File: config.mk
export PLATFORM = sky130hd
export DESIGN_NAME = axis_byte_upsizer
export DESIGN_NICKNAME = d
export VERILOG_FILES = /design/src/rtl/axis_pkg.sv /design/src/rtl/axis_upsizer_acc.sv /design/src/rtl/axis_byte_upsizer.sv
export SDC_FILE = /design/constraint.sdc
export NUM_CORES = 1
export LEC_CHECK = 0
export ABC_AREA = 1
export ABC_CLOCK_PERIOD_IN_PS = 2100
export CAP_MARGIN = 20
export CORE_MARGIN = 10
export CORE_UTILIZATION = 53
export DETAILED_ROUTE_END_ITERATION = 10
export PLACE_DENSITY = 0.77
export RECOVER_POWER = 25
export SLEW_MARGIN = 0
export SYNTH_ARGS = -nofsm -noshare
export SYNTH_HDL_FRONTEND = slang
export SYNTH_SLANG_ARGS = --single-unit
File: constraint.sdc
create_clock -name aclk -period 2.1 [get_ports aclk]
set_input_delay 0.63 -clock aclk [delete_from_list [all_inputs] [get_ports aclk]]
set_output_delay 0.63 -clock aclk [all_outputs]
set_load 0.02 [all_outputs]
File: src/rtl/axis_pkg.sv
// Shared AXI4-Stream byte-lane definitions: lane width, word struct and keep-mask helper.
package axis_pkg;

  localparam int AXIS_BYTE_W = 8;
  localparam int AXIS_RATIO  = 4;
  localparam int AXIS_WORD_W = AXIS_BYTE_W * AXIS_RATIO;

  typedef struct packed {
    logic [AXIS_WORD_W-1:0] tdata;
    logic [AXIS_RATIO-1:0]  tkeep;
    logic                   tlast;
  } axis_word_t;

  // Contiguous lane mask with the lowest n lanes set.
  function automatic logic [AXIS_RATIO-1:0] keep_mask(input int n);
    logic [AXIS_RATIO-1:0] m;
    m = '0;
    for (int i = 0; i < AXIS_RATIO; i++) begin
      m[i] = (i < n);
    end
    return m;
  endfunction

endpackage

File: src/rtl/axis_upsizer_acc.sv
// Byte accumulator for the upsizer: collects lanes and presents the merged word on a closing beat.
module axis_upsizer_acc
  import axis_pkg::*;
#(
  parameter int IN_W  = AXIS_BYTE_W,
  parameter int RATIO = AXIS_RATIO
) (
  input  logic                  aclk,
  input  logic                  aresetn,
  input  logic                  tvalid,
  input  logic [IN_W-1:0]       tdata,
  input  logic                  tkeep,
  input  logic                  tlast,
  input  logic                  beat,
  output logic                  close_pending,
  output logic [IN_W*RATIO-1:0] merged_data,
  output logic [RATIO-1:0]      merged_keep
);

  localparam int IDX_W = (RATIO > 1) ? $clog2(RATIO) : 1;

  logic [IDX_W-1:0]       idx;
  logic [IN_W*RATIO-1:0]  acc_data;

  // A beat closes the word when it fills the last lane or ends the packet.
  assign close_pending = tvalid & ((tkeep & (idx == IDX_W'(RATIO - 1))) | tlast);

  // Lanes at and above idx are always zero in acc_data, so unused lanes stay clear.
  always_comb begin
    merged_data = acc_data;
    if (tkeep) begin
      merged_data[idx*IN_W +: IN_W] = tdata;
    end
  end

  assign merged_keep = keep_mask(int'(idx) + int'(tkeep));

  always_ff @(posedge aclk or negedge aresetn) begin
    if (!aresetn) begin
      idx      <= '0;
      acc_data <= '0;
    end else if (beat) begin
      if (close_pending) begin
        idx      <= '0;
        acc_data <= '0;
      end else if (tkeep) begin
        acc_data[idx*IN_W +: IN_W] <= tdata;
        idx                        <= idx + 1'b1;
      end
    end
  end

endmodule

File: src/rtl/axis_byte_upsizer.sv
// Packs an 8-bit AXI4-Stream into 32-bit words, flushing partial words on tlast.
module axis_byte_upsizer
  import axis_pkg::*;
#(
  parameter int IN_W  = AXIS_BYTE_W,
  parameter int RATIO = AXIS_RATIO,
  parameter int CNT_W = 16
) (
  input  logic                  aclk,
  input  logic                  aresetn,
  input  logic                  s_axis_tvalid,
  output logic                  s_axis_tready,
  input  logic [IN_W-1:0]       s_axis_tdata,
  input  logic                  s_axis_tkeep,
  input  logic                  s_axis_tlast,
  output logic                  m_axis_tvalid,
  input  logic                  m_axis_tready,
  output logic [IN_W*RATIO-1:0] m_axis_tdata,
  output logic [RATIO-1:0]      m_axis_tkeep,
  output logic                  m_axis_tlast,
  output logic [CNT_W-1:0]      pkt_count
);

  // Handshake: a beat transfers on a rising edge where valid and ready are both 1;
  // a source holding valid keeps its payload stable until ready, and ready may depend on valid.

  logic                  aresetn_q;
  logic                  close_pending;
  logic                  s_beat;
  logic                  m_beat;
  logic [IN_W*RATIO-1:0] merged_data;
  logic [RATIO-1:0]      merged_keep;
  axis_word_t            out_q;
  logic                  out_valid;

  axis_upsizer_acc #(
    .IN_W  (IN_W),
    .RATIO (RATIO)
  ) u_acc (
    .aclk          (aclk),
    .aresetn       (aresetn),
    .tvalid        (s_axis_tvalid),
    .tdata         (s_axis_tdata),
    .tkeep         (s_axis_tkeep),
    .tlast         (s_axis_tlast),
    .beat          (s_beat),
    .close_pending (close_pending),
    .merged_data   (merged_data),
    .merged_keep   (merged_keep)
  );

  // Only a closing beat needs the output register; everything else fits in the accumulator.
  assign s_axis_tready = aresetn_q & (~close_pending | ~out_valid | m_axis_tready);
  assign s_beat        = s_axis_tvalid & s_axis_tready;
  assign m_beat        = out_valid & m_axis_tready;

  always_ff @(posedge aclk or negedge aresetn) begin
    if (!aresetn) begin
      aresetn_q <= 1'b0;
      out_q     <= '0;
      out_valid <= 1'b0;
      pkt_count <= '0;
    end else begin
      aresetn_q <= 1'b1;
      if (s_beat && close_pending) begin
        out_q.tdata <= merged_data;
        out_q.tkeep <= merged_keep;
        out_q.tlast <= s_axis_tlast;
        out_valid   <= 1'b1;
      end else if (m_beat) begin
        out_valid <= 1'b0;
      end
      if (m_beat && out_q.tlast) begin
        pkt_count <= pkt_count + 1'b1;
      end
    end
  end

  assign m_axis_tvalid = out_valid;
  assign m_axis_tdata  = out_q.tdata;
  assign m_axis_tkeep  = out_q.tkeep;
  assign m_axis_tlast  = out_q.tlast;

endmodule
==> impl_metrics.json, run 1 <==
{
  "status": "finished, final reports clean",
  "final_cell_mix": "nand2_1 (257), dfrtp_1 (89), clkdlybuf4s50_1 (58)",
  "root_buffer": "clkbuf_8",
  "grt_pass1_vias": 3640,
  "relSlewSlack_pct": 9.646,
  "cp_max_fo": 4,
  "syn_area_um2": 4228,
  "fin_util_pct": 69.45,
  "yosys-top-cells-area": "dfrtp_1 (53%), nand2_1 (23%), o21ai_1 (4.3%), o21ai_0 (3.8%), ha_1 (2.7%)",
  "fp.dieH_um": 109.3,
  "hp-class": "flop to flop",
  "p_total_mw": 4.343,
  "slew_violations": 0,
  "synth.top_cell.area_share_pct": 52.68,
  "fmax_ghz": 0.4901,
  "insertion_delay_ps": 360,
  "setup_viol_count_final": 0,
  "crit_required_ps": 1470,
  "setup_tns_ps": 0,
  "syn-num-nets": 552,
  "synth_seq_cells": 89,
  "first_pass_iters": 5,
  "overflow": 0,
  "wl_um": 10120,
  "cts_max_level": 3,
  "drt_iter0_markers": 239,
  "vias": 3700,
  "grt_pass1_wl_um": 16820,
  "period_needed_ps": 2040,
  "p_leak_nw": 2.673,
  "dp_hpwl_um": 7470,
  "clock-sinks": 89,
  "die_area_um2": 11950,
  "grt_start_max_net_pins": 37,
  "io_buffers": 68,
  "yosysSeqAreaShare_pct": 52.68,
  "area_delta_synth_final_pct": 26.93,
  "nets": 642,
  "cts.clk_slew.worst_paths_ps": 90,
  "max-vdd-ir-drop_v": 0.0004497,
  "crit_path_top_delay_cell": "clkdlybuf4s50_1",
  "n_antenna_cell": 0,
  "core_area_um2": 7727,
  "cts_tree": "done",
  "cp-start-kind": "flop",
  "clock_path_buffers": 2,
  "initial_core_util_pct": 54.71,
  "dp_slack_ps": -538.3,
  "track_usage_pct": 17.38,
  "die_x_um": 109.3,
  "crit_path_cell_trace": "clkdlybuf4s50_1",
  "cp_top_family": "buffers and inverters",
  "p_per_area_nw_per_um2": 809.3,
  "mostFrequentLayoutCell": "nand2_1",
  "critical-path-max-stage-delay_ps": 630,
  "ant_nets": 0,
  "tightestPinTransition_ps": 1355,
  "worst_ep_arrival_time_ps": 1410,
  "cts_buffers": 9,
  "gp_congestion": 0.8540,
  "rsz0062_at_grt": "no",
  "hold_viol": 0,
  "ioPinCount": 69,
  "wl_per_cell_um": 13.94,
  "drv_cap": 0,
  "critPathCaptureType": "primary output",
  "via_per_inst": 5.096,
  "antenna_found_initial": 0,
  "path_class": "flop to primary output",
  "ys_types": 27,
  "crit_buf_inv": 1,
  "worst_slack_ps": 59.64,
  "postCtsHoldBufs": 0,
  "avgSynthCellArea_um2": 7.992,
  "period_share_pct": 97.16,
  "yosys.area.top_type": "dfrtp_1",
  "finClkSkew_ps": 12.26,
  "drc": 0,
  "layout-drive-gt1-share_pct": 11.06,
  "synth_cells": 529,
  "yosys_warnings": 0,
  "row_count": 32
}
-- flip-flops by register name (all words and copies together), names as in the netlist --
signal and flops:
pkt_count 16, m_axis_tkeep 4, u_acc.acc_data 32, aresetn_q 1, m_axis_tvalid 1, m_axis_tlast 1
m_axis_tdata 32, u_acc.idx 2
-- cells in the mapped netlist --
master	n
xnor2_1	5
clkbuf_1	5
buf_6	5
nand4_1	2
nand2_2	5
nand2_4	1
inv_2	6
inv_1	25
inv_4	1
nand2_1	259
o21ai_0	32
xor2_1	6
nand3_1	7
ha_1	9
nor2_1	18
nand3b_1	1
nand3_4	1
or2_1	1
nand3_2	1
dfrtp_1	89
nor3_1	2
o21ai_1	36
conb_1	1
nor2_2	1
buf_2	4
a21oi_1	1
buf_4	5
-- metal layers --
metal  track usage [%]  part of all wire (%)
met3             5.091                   9.1
met5                 0                     0
met1             20.90                    41
met4             7.528                   2.8
met2             28.53                    47
-- metrics by stage --
stage | instances | cell area [µm²] | hold WS, ps
global placement | 709 | 5186 | 465.0
CTS | 726 | 5363 | 168.2
detailed placement | 709 | 5186 | 463.9
finish | 726 | 5366 | 481.9
floorplan | 529 | 4228 | 334.4
global route | 726 | 5366 | 508.4
-- timing repair --
item                                    4_1_cts  5_1_grt
endpoints found under the hold margin         0        0
pin swaps                                     2        0
endpoints found under the setup margin        1       17
gates resized for setup                      10       15
setup buffers                                 1        0
-- cell families (layout without fill, tap and decap cells) --
group / Yosys count / after routing / share of synthesized area [%]
AOI/OAI and AO/OA: 69 / 69 / 8.168
other: 1 / 1 / 0.08870
and+or+nand+nor: 299 / 299 / 28.09
buffers and inverters: 51 / 146 / 6.037
xor gates and xnor gates: 11 / 11 / 2.279
DFF: 89 / 89 / 52.68
adders and majority gates: 9 / 9 / 2.664
-- final cells by class --
type,count,area (µm²)
tap,102,127.6
timing repair buffer,98,953.4
fill,610,2361
sequential,89,2227
clock inverter,6,45.04
inverter,32,122.6
multi-input combinational,389,1763
clock buffer,10,127.6
-- worst paths after layout --
check                                      start            endpoint  slack [ps]  depth (start not counted)
worst max-delay path                pkt_count[8]        pkt_count[8]          60                          1
worst min-delay path            m_axis_tdata[10]    m_axis_tdata[10]         480                          2
worst max register to register      u_acc.idx[0]  u_acc.acc_data[14]         180                         10
worst min register to register  m_axis_tdata[10]    m_axis_tdata[10]         480                          2
max in group asynchronous                aresetn   u_acc.acc_data[1]         290                          2
min in group asynchronous                aresetn        pkt_count[5]         550                          1
-- where the power goes --
part           internal, mW  switching, mW
Combinational         0.525          0.749
Clock                 0.432          0.612
Sequential             1.90          0.123
Note: power is estimated with default switching activity, not from simulation.
==> run 2: changes to the inputs <==
--- a/config.mk
+++ b/config.mk
@@ -11,6 +11,7 @@
 export CORE_MARGIN = 10
 export CORE_UTILIZATION = 53
 export DETAILED_ROUTE_END_ITERATION = 10
+export MAX_ROUTING_LAYER = met4
 export PLACE_DENSITY = 0.77
 export RECOVER_POWER = 25
 export SLEW_MARGIN = 0
==> run 2 against run 1 <==
  * Combinational power about the same
  * Die area unchanged
  * Clock power about the same
  * Non-clock buffer count unchanged
  * First-iteration DRC count decreased by 9.6%
  * Hold slack got worse by 0.92 ps
  * Final area unchanged
  * Core utilization unchanged
  * Total power about the same
==> impl_metrics.json, run 2 (synthesized netlist as in run 1, its figures left out) <==
{
  "max-vdd-ir-drop_v": 0.0004498,
  "gp_congestion": 0.8674,
  "slew_violations": 0,
  "antenna_found_initial": 0,
  "setup_viol_count_final": 0,
  "hold_viol": 0,
  "period_share_pct": 96.88,
  "p_sw_share_pct": 34.20,
  "root_buffer": "clkbuf_8",
  "ant_nets": 0,
  "dr.max_layer_used": "met4",
  "path_class": "flop to primary output",
  "clock_path_buffers": 2,
  "relSlewSlack_pct": 10.35,
  "cts_tree": "done",
  "status": "finished, final reports clean",
  "cts_max_level": 3,
  "vias": 3720,
  "insertion_delay_ps": 360,
  "p_per_area_nw_per_um2": 809.4,
  "via_per_inst": 5.124,
  "crit_path_top_delay_cell": "clkdlybuf4s50_1",
  "routed-wl-met3_um": 791,
  "row_count": 32,
  "crit_buf_inv": 1,
  "worst_ep_arrival_time_ps": 1400,
  "overflow": 0,
  "reg2reg_slack_ps": 180,
  "grt_start_max_net_pins": 37,
  "hold_slack_ps": 481.0,
  "first_pass_iters": 5,
  "drv_cap": 0,
  "mostFrequentLayoutCell": "nand2_1",
  "critical-path-max-stage-delay_ps": 630,
  "area_delta_synth_final_pct": 26.93,
  "layout-drive-gt1-share_pct": 11.06,
  "dp_slack_ps": -538.3,
  "p_seq_share_pct": 46.6,
  "share_comb_of_total_power_pct": 29.3,
  "dp_hpwl_um": 7470,
  "wl_met2_um": 4768,
  "track_usage_pct": 17.85,
  "p_leak_nw": 2.673,
  "period_needed_ps": 2034,
  "cts_buffers": 9,
  "die_area_um2": 11950,
  "critPathCaptureType": "primary output",
  "nets": 642,
  "p_int_mw": 2.858,
  "die_x_um": 109.3,
  "ioPinCount": 69,
  "n_antenna_cell": 0,
  "drc": 0,
  "grt_pass1_wl_um": 16790,
  "clock_power_share_pct": 24.1,
  "fmax_ghz": 0.4915,
  "cp_max_fo": 4,
  "cts.clk_slew.worst_paths_ps": 90,
  "fp.dieH_um": 109.3,
  "core_area_um2": 7727,
  "p_sw_mw": 1.485,
  "wl_per_cell_um": 13.87,
  "hp-class": "flop to flop",
  "initial_core_util_pct": 54.71,
  "crit_required_ps": 1470,
  "cp_top_family": "buffers and inverters",
  "finClkSkew_ps": 15.22,
  "rsz0062_at_grt": "no",
  "io_buffers": 68,
  "drt_iter0_markers": 216,
  "cp-start-kind": "flop",
  "crit_path_cell_trace": "clkdlybuf4s50_1",
  "final_cell_mix": "nand2_1 (257), dfrtp_1 (89), clkdlybuf4s50_1 (58)",
  "clock-sinks": 89,
  "tightestPinTransition_ps": 1345,
  "wl_um": 10070,
  "grt_pass1_vias": 3643,
  "wl_met1_um": 4248,
  "worst_slack_ps": 65.54
}
-- run 2: cell type report --
type / instances / area (µm²)
flip-flops and latches: 89 / 2227
multi-input cells: 389 / 1763
well taps: 102 / 127.6
inverters: 32 / 122.6
fillers: 610 / 2361
clock buffers: 10 / 127.6
repair buffers: 98 / 953.4
clock inverters: 6 / 45.04
-- run 2: power by group through the flow --
| stage | clock (mW) | sequential (mW) | combinational, mW |
|---|---|---|---|
| floorplan | 0 | 2.21 | 0.530 |
| global placement | 0 | 2.05 | 1.24 |
| detailed placement | 0 | 2.06 | 1.27 |
| CTS | 1.07 | 2.02 | 1.28 |
| global route | 1.14 | 2.05 | 1.41 |
| finish | 1.05 | 2.02 | 1.27 |
-- run 2: worst paths after layout --
check	startpoint	cells after the start	to
worst min-delay path	m_axis_tdata[10]	2	m_axis_tdata[10]
max in group asynchronous	aresetn	2	u_acc.acc_data[1]
worst max register to register	u_acc.idx[0]	10	u_acc.acc_data[14]
worst max-delay path	pkt_count[8]	1	pkt_count[8]
worst min register to register	m_axis_tdata[10]	2	m_axis_tdata[10]
min in group asynchronous	aresetn	1	pkt_count[4]
-- run 2: timing repair --
item / CTS / global route
setup endpoints to repair: 1 / 17
gates cloned: 0 / 0
hold buffers: 0 / 0
resized for setup: 10 / 15
pin swaps: 2 / 0
buffers inserted: 1 / 0
-- run 2: metal layers --
layer  up-vias  global-route usage (%)
li1       1826                       -
met1      1726                   21.30
met2       143                   28.62
met3        25                   4.096
met4         0                   7.528
met5         -                       -
-- run 2: per-stage QoR --
step	TNS, ps	cells	power (mW)	utilization, %	instance area, µm²
6_report	0	726	4.343	69.45	5366
5_1_grt	0	726	4.600	69.45	5366
4_1_cts	0	726	4.370	69.40	5363
3_5_place_dp	-2684	709	3.326	67.11	5186
3_3_place_gp	-1552	709	3.285	67.11	5186
2_1_floorplan	0	529	2.738	-	4228
